`src/rtl/hamming15_dec_pipe.sv`:
```
// Two-stage pipelined Hamming(15,11) single-error-correcting decoder with
// valid/ready flow control and saturating word/correction counters.
module hamming15_dec_pipe #(
    parameter int unsigned CNT_W = 16
) (
    input  logic             clk,
    input  logic             rst_n,
    input  logic             in_valid,
    output logic             in_ready,
    input  logic [14:0]      code_in,
    output logic             out_valid,
    input  logic             out_ready,
    output logic [10:0]      data_out,
    output logic             err_flag,
    output logic [3:0]       err_pos,
    input  logic             clr_cnt,
    output logic [CNT_W-1:0] word_cnt,
    output logic [CNT_W-1:0] corr_cnt
);

    logic        s1_valid;
    logic [14:0] s1_code;
    logic        s1_load;
    logic        s2_load;
    logic        out_xfer;
    logic [3:0]  syn;
    logic [14:0] fixed;
    logic [10:0] data_fix;

    assign s2_load  = !out_valid || out_ready;
    assign s1_load  = !s1_valid || s2_load;
    assign in_ready = s1_load;
    assign out_xfer = out_valid && out_ready;

    // Syndrome is the XOR of the positions of all set bits.
    always_comb begin
        syn = '0;
        for (int unsigned i = 0; i < 15; i++) begin
            if (s1_code[4'(i)]) begin
                syn = syn ^ 4'(i + 1);
            end
        end
        fixed = s1_code;
        if (syn != '0) begin
            fixed = s1_code ^ (15'(1) << (syn - 4'd1));
        end
        data_fix = {fixed[14:8], fixed[6:4], fixed[2]};
    end

    always_ff @(posedge clk or negedge rst_n) begin
        if (!rst_n) begin
            s1_valid <= 1'b0;
            s1_code  <= '0;
        end else if (s1_load) begin
            s1_valid <= in_valid;
            if (in_valid) begin
                s1_code <= code_in;
            end
        end
    end

    always_ff @(posedge clk or negedge rst_n) begin
        if (!rst_n) begin
            out_valid <= 1'b0;
            data_out  <= '0;
            err_flag  <= 1'b0;
            err_pos   <= '0;
        end else if (s2_load) begin
            out_valid <= s1_valid;
            if (s1_valid) begin
                data_out <= data_fix;
                err_flag <= (syn != '0);
                err_pos  <= syn;
            end
        end
    end

    always_ff @(posedge clk or negedge rst_n) begin
        if (!rst_n) begin
            word_cnt <= '0;
            corr_cnt <= '0;
        end else if (clr_cnt) begin
            word_cnt <= '0;
            corr_cnt <= '0;
        end else if (out_xfer) begin
            if (word_cnt != '1) begin
                word_cnt <= word_cnt + 1'b1;
            end
            if (err_flag && corr_cnt != '1) begin
                corr_cnt <= corr_cnt + 1'b1;
            end
        end
    end

endmodule
```
`config.mk`:
```
export PLATFORM = sky130hd
export DESIGN_NAME = hamming15_dec_pipe
export DESIGN_NICKNAME = d
export VERILOG_FILES = /design/src/rtl/hamming15_dec_pipe.sv
export SDC_FILE = /design/constraint.sdc
export NUM_CORES = 1
export LEC_CHECK = 0
export ABC_AREA = 0
export CAP_MARGIN = 20
export CORE_ASPECT_RATIO = 1.1
export CORE_MARGIN = 1
export CORE_UTILIZATION = 35
export DETAILED_ROUTE_END_ITERATION = 8
export PLACE_DENSITY = 0.61
export REMOVE_ABC_BUFFERS = 1
export SLEW_MARGIN = 20
export SYNTH_ARGS = -nofsm -noshare
export SYNTH_HDL_FRONTEND = slang
export SYNTH_SLANG_ARGS = --single-unit
```
`constraint.sdc`:
```
create_clock -name clk -period 2.98 [get_ports clk]
set_input_delay 0.298 -clock clk [delete_from_list [all_inputs] [get_ports clk]]
set_output_delay 0.298 -clock clk [all_outputs]
set_load 0.1 [all_outputs]
```
Word level (Yosys, flattened, before mapping)

Index checks and enable logic that the tools add are counted.
W data, S select, Z words.

Word-level logic and storage cells: 65
Output and inout bits: 50
Register bits: 65
Input port bits: 20

Eq/ne operators: 2
Shift operators: 1
Reduce and logical (&&, ||, !) cells: 14
Add/sub/neg operators: 3
Multiplexer cells: 22
Bitwise gates (word level): 15

Operators by type and width:

| kind                    | number |
|---|---|
| $mux W16                | 6 |
| $add A16 B1 Y16 const B | 2 |
| $mux W4                 | 8 |
| $ne A16 B16 Y1 const B  | 2 |
| $mux W15                | 1 |
| $shl A1 B4 Y15 const A  | 1 |
| $xor A15 B15 Y15        | 1 |
| $mux W3                 | 4 |
| $not A2 Y2              | 6 |
| $not A3 Y3              | 4 |
| $reduce_and A2 Y1       | 4 |
| $reduce_bool A2 Y1      | 3 |
| $mux W2                 | 2 |
| $not A4 Y4              | 1 |
| $reduce_bool A4 Y1      | 1 |
| $sub A4 B1 Y4 const B   | 1 |
| $not A1 Y1 const A      | 3 |
| $logic_and A1 B1 Y1     | 2 |
| $logic_not A1 Y1        | 2 |
| $logic_or A1 B1 Y1      | 2 |
| $mux W1                 | 1 |

Longest topological paths before layout

Gate-level depths: netlist (run 1).

Depth in word-level cells: 30
Mapped depth: 7

Worst setup path before layout (run 1)

Ideal clock, no wire load.

Path type: flip-flop to flip-flop
From: register out_valid
To: register s1_code[0]
Data required time: 2.855 ns
Setup time: 0.125 ns
Data arrival time: 3.248 ns
Stages on the path, launching flop included: 5
Path buffers: 1
Slack: -0.393 ns
Cells stage by stage: dfrtp_1 nand3b_1 nand2_1 clkbuf_1 mux2_2

Longest elaborated chain between the ends: 4

RTL lines:

| item                               | line | text |
|---|---|---|
| start: declaration                 | 11   | `output logic out_valid,` |
| start signal: assignment           | 69   | `out_valid <= s1_valid;` |
| $logic_not A1 Y1                   | 30   | `assign s2_load = !out_valid \|\| out_ready;` |
| $logic_or A1 B1 Y1                 | 30   |  |
| $logic_or A1 B1 Y1                 | 31   | `assign s1_load = !s1_valid \|\| s2_load;` |
| via in_ready                       | 9    | `output logic in_ready,` |
| $reduce_and A2 Y1 (no source line) | --   |  |
| end signal: assignment             | 57   | `s1_code <= code_in;` |
| end: declaration                   | 22   | `logic [14:0] s1_code;` |

The timed path passes the listed nets, and every way through them passes these cells.
A chain may end at the register's enable or synchronous reset.

Worst setup path after layout (run 1)

From: register s1_code[12]
To: register data_out[1]

Longest elaborated chain between the ends: 9
Elaborated cells on any way between the ends: 10

RTL lines:

| item                        | line | text |
|---|---|---|
| $mux W4 *                   | 39   | `if (s1_code[4'(i)]) begin` |
| $not A3 Y3 (no source line) | --   |  |
| $mux W4 *                   | 39   |  |
| $not A4 Y4 (no source line) | --   |  |
| $mux W4 *                   | 39   |  |
| $sub A4 B1 Y4               | 45   | `fixed = s1_code ^ (15'(1) << (syn - 4'd1));` |
| $shl A1 B4 Y15              | 45   |  |
| $xor A15 B15 Y15            | 45   |  |
| $mux W15 *                  | 44   | `if (syn != '0) begin` |
| end signal: assignment      | 71   | `data_out <= data_fix;` |
| end: declaration            | 13   | `output logic [10:0] data_out,` |

Mark *: on every way between the ends. The rest lies on a longest branch, timed or not.

==> results of run 1 <==
==> state kept, by name (all words and copies together) (netlist names) <==
| register | flops |
|---|---|
| corr_cnt | 16 |
| data_out | 11 |
| err_pos | 4 |
| s1_valid | 1 |
| out_valid | 1 |
| s1_code | 15 |
| err_flag | 1 |
| word_cnt | 16 |
==> per-stage QoR <==
step / power [mW] / worst slack [ps] / instance area (µm²) / setup TNS [ps]
after floorplan: 2.80 / -291 / 3340 / -4360
after global placement: 3.23 / 664 / 4080 / 0
after detailed placement: 3.25 / 617 / 4080 / 0
after CTS: 4.05 / 592 / 4290 / 0
after global routing: 4.22 / 454 / 4290 / 0
final: 4.00 / 623 / 4290 / 0
==> kinds of logic (layout without fill, tap and decap cells) <==
kind of cell,count (synthesis),in the layout,share of synthesized area (%)
compound gates,43,43,8.35
mux,19,19,6.17
fa+ha+maj,2,2,0.739
simple gates,118,118,16.6
flops,65,65,48.1
buf+inv,11,91,1.44
xor+xnor,62,62,18.6
==> per-layer routing <==
layer	global-route usage, %	vias up
li1	-	1254
met1	19.9	1229
met2	25.2	58
met3	3.93	6
met4	5.86	0
met5	0	-
==> power breakdown <==
group	switching (mW)	internal [mW]
Sequential	0.122	1.03
Combinational	1.51	0.554
Clock	0.329	0.455
==> final timing paths <==
path | slack, ps | from | to | cells after the start
min | 280 | rst_n | s1_code[3]$_DFFE_PN0P_ | 2
max | 620 | s1_code[12]$_DFFE_PN0P_ | data_out[1]$_DFFE_PN0P_ | 6
min reg2reg | 490 | err_pos[2]$_DFFE_PN0P_ | err_pos[2]$_DFFE_PN0P_ | 2
max in group asynchronous | 2100 | rst_n | word_cnt[11]$_DFFE_PN0P_ | 3
max reg2reg | 620 | s1_code[12]$_DFFE_PN0P_ | data_out[1]$_DFFE_PN0P_ | 6
min in group clk | 490 | err_pos[2]$_DFFE_PN0P_ | err_pos[2]$_DFFE_PN0P_ | 2
==> synthesized netlist by cell type (2+ instances only) <==
master    instances  area share [%]
a211oi_2          6             2.2
mux2_2           15             5.0
a21oi_1           9             1.3
o21ai_0           8             1.2
nand4_1           7             1.3
xor2_1           29             7.5
dfrtp_1          65              48
nand3_1          24             3.5
nand2_1          27             3.0
clkbuf_1          9             1.0
mux2i_1           4             1.2
ha_1              2            0.74
xor2_2            2            0.96
nor2_1           33             3.7
a31oi_1           2            0.37
and4_1            3            0.78
and3_1            6             1.1
nor4_1            2            0.37
o211ai_1          5             1.1
nor3_1            8             1.2
nand2b_1          3            0.55
xnor2_1          24             6.2
o21ai_1          10             1.5
a211oi_1          2            0.44
xnor2_2           5             2.4
==> timing repair <==
action / in CTS / in global routing
hold endpoints to repair: 1 / 0
hold buffers: 1 / 0
buffers inserted: 0 / 0
setup endpoints to repair: 0 / 0
==> cell type report <==
class | instances | area share (%)
Timing Repair Buffer | 74 | 14.0
Tap cell | 117 | 3.41
Clock inverter | 2 | 0.816
Inverter | 1 | 0.0874
Sequential cell | 65 | 37.9
Multi-Input combinational cell | 244 | 39.8
Clock buffer | 14 | 4.02
==> flow_metrics.env, run 1 <==
export IMPL_portBuffers=69
export IMPL_cap_violations=0
export IMPL_dp_hpwl_mm=5.28
export IMPL_clock_latency_ps=330
export IMPL_grt_pass1_vias=2517
export IMPL_ios=70
export IMPL_htree_levels=3
export IMPL_overflow=0
export IMPL_synth_async_reset_ratio_pct=100
export IMPL_syn_area_per_cell_um2=10.6
export IMPL_path_common_cell="xnor2_2"
export IMPL_multiInputGateArea_mm2=0.00171
export IMPL_grt_pass1_wl_mm=12.1
export IMPL_drtIter0Drc=46
export IMPL_ys_ff_latch=65
export IMPL_crit_chain="xnor2_2, xnor3_2, xnor2_2, o211ai_1, xor2_1, o21ai_1"
export IMPL_total_leakage_power_nw=1.85
export IMPL_finalCriticalPeriod_ps=2360
export IMPL_cts_repair_resized=0
export IMPL_wl_per_cell_um=13.8
export IMPL_wl_met2_mm=3.58
export IMPL_die_y_um=105
export IMPL_cp_data_arrival_time_ps=2610
export IMPL_stdcell_count=517
export IMPL_nFillCells=930
export IMPL_ir_worst_vdd_mv=0.621
export IMPL_status="finished clean"
export IMPL_routed_top_layer="met4"
export IMPL_final_nets=417
export IMPL_syn_area_mm2=0.00338
export IMPL_place_inst=500
export IMPL_rows=37
export IMPL_final_common_cell="dfrtp_1"
export IMPL_holdWs_ps=281
export IMPL_via_count=2547
export IMPL_die_w_um=95.8
export IMPL_diodes=0
export IMPL_power_density_mw_per_mm2=932
export IMPL_clock_root_buffer="clkbuf_8"
export IMPL_crit_type="reg2reg"
export IMPL_antenna_found_initial=0
export IMPL_first_pass_iters=4
export IMPL_grt_max_degree=35
export IMPL_clock_path_buffers=2
export IMPL_finalCritPeriodShare_pct=79.1
export IMPL_gp_congestion=0.821
export IMPL_tightest_slew_ps=684
export IMPL_drv_slew=0
export IMPL_ys_warn_count=0
export IMPL_dr_wl_met3_um=273
export IMPL_wl_met1_mm=3.17
export IMPL_worst_path_largest_cell_delay_ps=560
export IMPL_startpoint_type="register"
export IMPL_relSlewSlack_pct=54.2
export IMPL_end_kind="register"
export IMPL_wl_mm=7.11
export IMPL_crit_path_top_delay_cell="xnor2_2"
export IMPL_final_cell_mix="dfrtp_1 (65), buf_4 (54), nor2_1 (33), xor2_1 (29), nand2_1 (27)"
export IMPL_clock_fmax_mhz=424
export IMPL_via_per_inst=4.93
export IMPL_synth_edf_count=0
export IMPL_drc=0
export IMPL_area_delta_synth_final_pct=26.9
export IMPL_grt_total_usage_pct=15.6
export IMPL_dominantRegCellSynth="dfrtp_1"
export IMPL_finalClockSkew_ps=6.50
export IMPL_synth_distinct_cells=35
export IMPL_syn_inst=320
export IMPL_hp_class="in2async"
export IMPL_clkTransAtPathRegs_ps=60
export IMPL_final_hold_viol_count=0
export IMPL_cp_top_family="XOR/XNOR gates"
export IMPL_cts_buffers=9
export IMPL_critical_path_buf_inv_count=0
export IMPL_ant_nets=0
export IMPL_drive_gt1_share_pct=25.0
export IMPL_seq_area_mm2=0.00163
export IMPL_dieArea_mm2=0.0101
export IMPL_tritoncts="yes"
export IMPL_post_route_util_pct=45.7
export IMPL_core_mm2=0.00940
export IMPL_cts_sinks=65
export IMPL_cp_max_fo=12
export IMPL_initial_core_util_pct=36.0
export IMPL_worstPathRequired_ps=3240
export IMPL_ys_seq_area_share_pct=48.1
export IMPL_rsz0062_at_grt="no"
export IMPL_setup_viol=0
No activity file was read; power rests on OpenSTA's default activity.
==> run 2: changes to the inputs <==
--- a/config.mk
+++ b/config.mk
@@ -11,7 +11,7 @@
 export CORE_MARGIN = 1
 export CORE_UTILIZATION = 35
 export DETAILED_ROUTE_END_ITERATION = 8
-export PLACE_DENSITY = 0.61
+export PLACE_DENSITY = 0.63
 export REMOVE_ABC_BUFFERS = 1
 export SLEW_MARGIN = 20
 export SYNTH_ARGS = -nofsm -noshare
==> constraint.sdc (replaced) <==
create_clock -name clk -period 2 [get_ports clk]
set_input_delay 0.2 -clock clk [delete_from_list [all_inputs] [get_ports clk]]
set_output_delay 0.2 -clock clk [all_outputs]
set_load 0.1 [all_outputs]
==> run 2 against run 1 <==
- die area did not move
- fmax rose by 19%
- via count rose by 5.0%
- routed wire length rose by 7.9%
- clock power rose by 52%
==> flow_metrics.env, run 2 (synthesis results as in run 1) <==
export IMPL_wl_per_cell_um=13.9
export IMPL_finalCriticalPeriod_ps=1980
export IMPL_grt_total_usage_pct=16.1
export IMPL_cp_data_arrival_time_ps=2200
export IMPL_ir_worst_vdd_mv=1.08
export IMPL_cts_buffers=9
export IMPL_final_nets=452
export IMPL_startpoint="s1_code[13]$_DFFE_PN0P_"
export IMPL_startpoint_type="register"
export IMPL_clkTransAtPathRegs_ps=70
export IMPL_drv_slew=0
export IMPL_initial_core_util_pct=36.0
export IMPL_clock_latency_ps=330
export IMPL_overflow=0
export IMPL_drive_gt1_share_pct=33.9
export IMPL_endpoint="data_out[5]$_DFFE_PN0P_"
export IMPL_clock_root_buffer="clkbuf_8"
export IMPL_cp_max_fo=7
export IMPL_die_w_um=95.8
export IMPL_setup_tns_final_ps=0
export IMPL_finalCritPeriodShare_pct=98.8
export IMPL_final_cell_mix="buf_4 (85), dfrtp_1 (64), nor2_1 (33), nand2_1 (27), xor2_1 (27)"
export IMPL_hp_class="in2async"
export IMPL_final_hold_viol_count=0
export IMPL_final_common_cell="buf_4"
export IMPL_via_per_inst=4.85
export IMPL_total_power_mw=6.67
export IMPL_ios=70
export IMPL_grt_pass1_wl_mm=12.5
export IMPL_setup_viol=0
export IMPL_end_kind="register"
export IMPL_status="finished clean"
export IMPL_ff2ff_path_depth=7
export IMPL_worstPathRequired_ps=2220
export IMPL_cap_violations=0
export IMPL_r2r_start="s1_code[13]$_DFFE_PN0P_"
export IMPL_r2r_slack_ps=20
export IMPL_rows=37
export IMPL_cts_sinks=65
export IMPL_core_mm2=0.00940
export IMPL_wl_mm=7.67
export IMPL_relSlewSlack_pct=69.4
export IMPL_gp_congestion=0.884
export IMPL_ant_nets=0
export IMPL_htree_levels=3
export IMPL_grt_pass1_vias=2615
export IMPL_finalClockSkew_ps=7.85
export IMPL_die_y_um=105
export IMPL_total_leakage_power_nw=2.09
export IMPL_nFillCells=882
export IMPL_dieArea_mm2=0.0101
export IMPL_dp_hpwl_mm=5.52
export IMPL_rsz0062_at_grt="yes"
export IMPL_power_density_mw_per_mm2=1420
export IMPL_tightest_slew_ps=457
export IMPL_clock_path_buffers=2
export IMPL_tritoncts="yes"
export IMPL_via_count=2674
export IMPL_first_pass_iters=4
export IMPL_portBuffers=69
export IMPL_drc=0
export IMPL_clock_fmax_mhz=506
export IMPL_diodes=0
export IMPL_drtIter0Drc=39
export IMPL_reg_top3="corr_cnt (16), word_cnt (16), s1_code (15)"
export IMPL_area_delta_synth_final_pct=38.9
export IMPL_crit_type="reg2reg"
export IMPL_r2r_end="data_out[5]$_DFFE_PN0P_"
export IMPL_antenna_found_initial=0
export IMPL_grt_max_degree=66
run 2: changes by cell type in the layout (fill, tap and decap cells not counted), sizes merged:
cell and delta:
buf +35, clkbuf -1
run 2: power by group:
| part | switching (mW) | internal, mW |
|---|---|---|
| combinational | 2.42 | 1.32 |
| sequential | 0.197 | 1.53 |
| clock | 0.490 | 0.704 |
run 2: stage by stage:
| step | area (µm²) | utilization [%] | instances | hold WS (ps) | setup WS (ps) |
|---|---|---|---|---|---|
| after global routing | 4700 | 50.0 | 551 | 426 | -66.1 |
| after floorplan | 3340 | - | 310 | -95.6 | -1270 |
| after detailed placement | 4360 | 46.4 | 533 | 246 | -26.6 |
| after CTS | 4610 | 49.0 | 549 | 412 | -3.11 |
| after global placement | 4360 | 46.4 | 533 | 246 | -22.7 |
| final | 4700 | 50.0 | 551 | 384 | 25.0 |
run 2: worst min-delay path by stage:
| stage | from | to | slack [ps] |
|---|---|---|---|
| CTS | rst_n | s1_code[0]$_DFFE_PN0P_ | 410 |
| finish | rst_n | s1_code[7]$_DFFE_PN0P_ | 380 |
| global placement | rst_n | s1_code[4]$_DFFE_PN0P_ | 250 |
| global route | rst_n | s1_code[0]$_DFFE_PN0P_ | 430 |
| detailed placement | rst_n | s1_code[0]$_DFFE_PN0P_ | 250 |
| floorplan | rst_n | corr_cnt[0]$_DFFE_PN0P_ | -100 |
run 2: cell type report:
type	count	area, µm²	area share, %
Multi-Input combinational cell	244	1810	38.4
Clock buffer	13	179	3.81
Clock inverter	2	35.0	0.745
Timing Repair Buffer	109	905	19.2
Tap cell	117	146	3.11
Sequential cell	65	1630	34.6
Inverter	1	3.75	0.0798
run 2: what timing repair did:
action / 4_1_cts / 5_1_grt
hold buffers: 1 / 0
resized for setup: 4 / 10
setup buffers: 0 / 2
gates cloned: 0 / 0
hold endpoints to repair: 65 / 0
endpoints found under the setup margin: 7 / 17
pin swaps: 2 / 12
run 2: metal layers:
metal  GRT usage (%)  part of all wire, %  wire length [µm]  vias up
met2            27.3                   52              3990       51
met5               0                    0                 0        -
met4            5.86                  1.6               125        0
met3            3.28                  3.5               271       12
met1            20.0                   43              3290     1284
li1                -                    -                 -     1327
run 2: critical path: stages (launching register included):
cell	delay, ps
dfrtp_1	490
xnor2_2	210
xnor3_2	390
xnor2_2	170
buf_6	140
a211oi_2	240
xnor2_1	160
o21ai_1	70
==> run 3: changes to the inputs <==
--- a/config.mk
+++ b/config.mk
@@ -11,7 +11,7 @@
 export CORE_MARGIN = 1
 export CORE_UTILIZATION = 35
 export DETAILED_ROUTE_END_ITERATION = 8
-export PLACE_DENSITY = 0.63
+export RECOVER_POWER = 25
 export REMOVE_ABC_BUFFERS = 1
 export SLEW_MARGIN = 20
 export SYNTH_ARGS = -nofsm -noshare
==> run 3 against run 2 <==
- the run now ends with negative setup slack left
- final area up 0.11%
- via count up 1.2%
- combinational power up 1%
- critical path depth grew 1
- sequential share of layout area hardly changed
- sequential power about the same
- worst hold slack improved by 37 ps
- total power shrank 0.92%
- critical endpoint is now data_out[9]$_DFFE_PN0P_
==> flow_metrics.env, run 3 (synthesis results as in run 1) <==
export IMPL_status="finished, violations left"
export IMPL_violations="negative setup slack"
export IMPL_via_count=2705
export IMPL_relSlewSlack_pct=43.7
export IMPL_cap_violations=0
export IMPL_clock_path_buffers=2
export IMPL_drive_gt1_share_pct=34.9
export IMPL_drv_slew=0
export IMPL_grt_pass1_vias=2637
export IMPL_hp_class="in2async"
export IMPL_wl_mm=7.54
export IMPL_first_pass_iters=6
export IMPL_clock_fmax_mhz=497
export IMPL_finalClockSkew_ps=8.13
export IMPL_clock_latency_ps=340
export IMPL_ir_worst_vdd_mv=0.988
export IMPL_setup_slack_ps=-11.2
export IMPL_overflow=0
export IMPL_total_leakage_power_nw=2.08
export IMPL_cts_buffers=9
export IMPL_drc=0
export IMPL_startpoint_type="register"
export IMPL_ant_nets=0
export IMPL_antenna_found_initial=0
export IMPL_finalCriticalPeriod_ps=2010
export IMPL_wl_per_cell_um=13.6
export IMPL_clkTransAtPathRegs_ps=70
export IMPL_crit_type="reg2reg"
export IMPL_tightest_slew_ps=845
export IMPL_end_kind="register"
export IMPL_dieArea_mm2=0.0101
export IMPL_finalCritPeriodShare_pct=101
export IMPL_cts_sinks=65
export IMPL_grt_total_usage_pct=16.1
export IMPL_reg_top3="corr_cnt (16), word_cnt (16), s1_code (15)"
export IMPL_portBuffers=69
export IMPL_setup_viol=1
export IMPL_ios=70
export IMPL_crit_path_top_delay_cell="dfrtp_1"
export IMPL_r2r_slack_ps=-10
export IMPL_die_w_um=95.8
export IMPL_core_mm2=0.00940
export IMPL_grt_max_degree=34
export IMPL_dp_hpwl_mm=5.53
export IMPL_final_hold_viol_count=0
export IMPL_cp_max_fo=7
export IMPL_power_density_mw_per_mm2=1400
export IMPL_ff2ff_path_depth=8
export IMPL_r2r_end="data_out[9]$_DFFE_PN0P_"
export IMPL_die_y_um=105
export IMPL_power_internal_mw=3.50
export IMPL_grt_pass1_wl_mm=12.4
export IMPL_worst_path_largest_cell_delay_ps=410
export IMPL_final_cell_mix="buf_4 (89), dfrtp_1 (62), nor2_1 (33), nand2_1 (27), xor2_1 (27)"
export IMPL_crit_chain="xnor2_2, buf_4, xnor3_2, xnor2_2, buf_6, a211oi_2, xnor2_1, o21ai_1"
export IMPL_diodes=0
export IMPL_rows=37
export IMPL_p_seq_share_pct=26.1
export IMPL_clockPowerShare_pct=16.5
export IMPL_initial_core_util_pct=36.0
export IMPL_final_nets=457
export IMPL_worstPathRequired_ps=2220
export IMPL_gp_congestion=0.898
export IMPL_setup_tns_final_ps=-11.2
export IMPL_via_per_inst=4.87
export IMPL_clock_root_buffer="clkbuf_8"
export IMPL_p_sw_share_pct=47.1
export IMPL_r2r_start="s1_code[8]$_DFFE_PN0P_"
export IMPL_comb_power_share_pct=57.4
export IMPL_drtIter0Drc=82
export IMPL_htree_levels=3
export IMPL_cp_data_arrival_time_ps=2230
export IMPL_tritoncts="yes"
export IMPL_final_common_cell="buf_4"
export IMPL_p_switching_mw=3.11
export IMPL_path_common_cell="xnor2_2"
export IMPL_area_delta_synth_final_pct=39.1
export IMPL_post_route_util_pct=50.1
export IMPL_rsz0062_at_grt="yes"
export IMPL_nFillCells=860
[run 3: changes by cell type in the layout (fill, tap and decap cells not counted), sizes merged]
cell      before  now
buf           90   93
clkinvlp       0    1
[run 3: metal layers]
metal	global-route usage [%]	part of all wire (%)
met4	7.25	2.0
met2	25.6	50
met5	0	0
met1	20.4	44
met3	3.71	4.4
[run 3: area by class of cell]
type                            count  area (µm²)  area share (%)
Clock buffer                       11         141            3.00
Inverter                            1        3.75          0.0797
Timing Repair Buffer              114         930            19.8
Multi-Input combinational cell    244        1810            38.5
Tap cell                          117         146            3.11
Clock inverter                      3        42.5           0.904
Sequential cell                    65        1630            34.6
[run 3: stage by stage]
step,hold WS (ps),area (µm²),worst slack (ps),power (mW),instances
after floorplan,-95.6,3340,-1270,4.17,310
after detailed placement,121,4350,-59.4,5.24,531
after global routing,438,4710,-97.6,6.96,555
after global placement,112,4350,6.15,5.22,531
final,421,4710,-11.2,6.61,555
after CTS,278,4560,6.36,6.40,547
[run 3: repair_timing]
action | CTS | global route
resized for setup | 2 | 17
cloned | 0 | 0
pin swaps | 1 | 9
hold buffers | 1 | 0
buffers inserted | 1 | 8
endpoints found under the setup margin | 8 | 22
hold endpoints to repair | 10 | 0
[run 3: power groups by stage]
stage                     sequential [mW]  combinational [mW]  clock [mW]
final                                1.72                3.79        1.09
after global routing                 1.76                4.01        1.19
after CTS                            1.73                3.53        1.14
after detailed placement             1.75                3.50           0
after global placement               1.74                3.48           0
after floorplan                      2.97                1.20           0
[run 3: worst max path at each step]
stage,from,slack [ps],to
after floorplan,out_valid$_DFFE_PN0P_,-1270,s1_code[0]$_DFFE_PN0P_
after global placement,s1_code[13]$_DFFE_PN0P_,6,data_out[9]$_DFFE_PN0P_
after detailed placement,s1_code[13]$_DFFE_PN0P_,-60,data_out[9]$_DFFE_PN0P_
after CTS,s1_code[11]$_DFFE_PN0P_,6,data_out[9]$_DFFE_PN0P_
after global routing,s1_code[8]$_DFFE_PN0P_,-100,data_out[9]$_DFFE_PN0P_
final,s1_code[8]$_DFFE_PN0P_,-10,data_out[9]$_DFFE_PN0P_
[run 3: worst max-delay path, delay by kind of cell, from the launching register on]
family / cells / cell delay, ps
xor gates and xnor gates: 4 / 870
DFF: 1 / 410
buffers and inverters: 2 / 320
AOI/OAI and AO/OA: 2 / 290
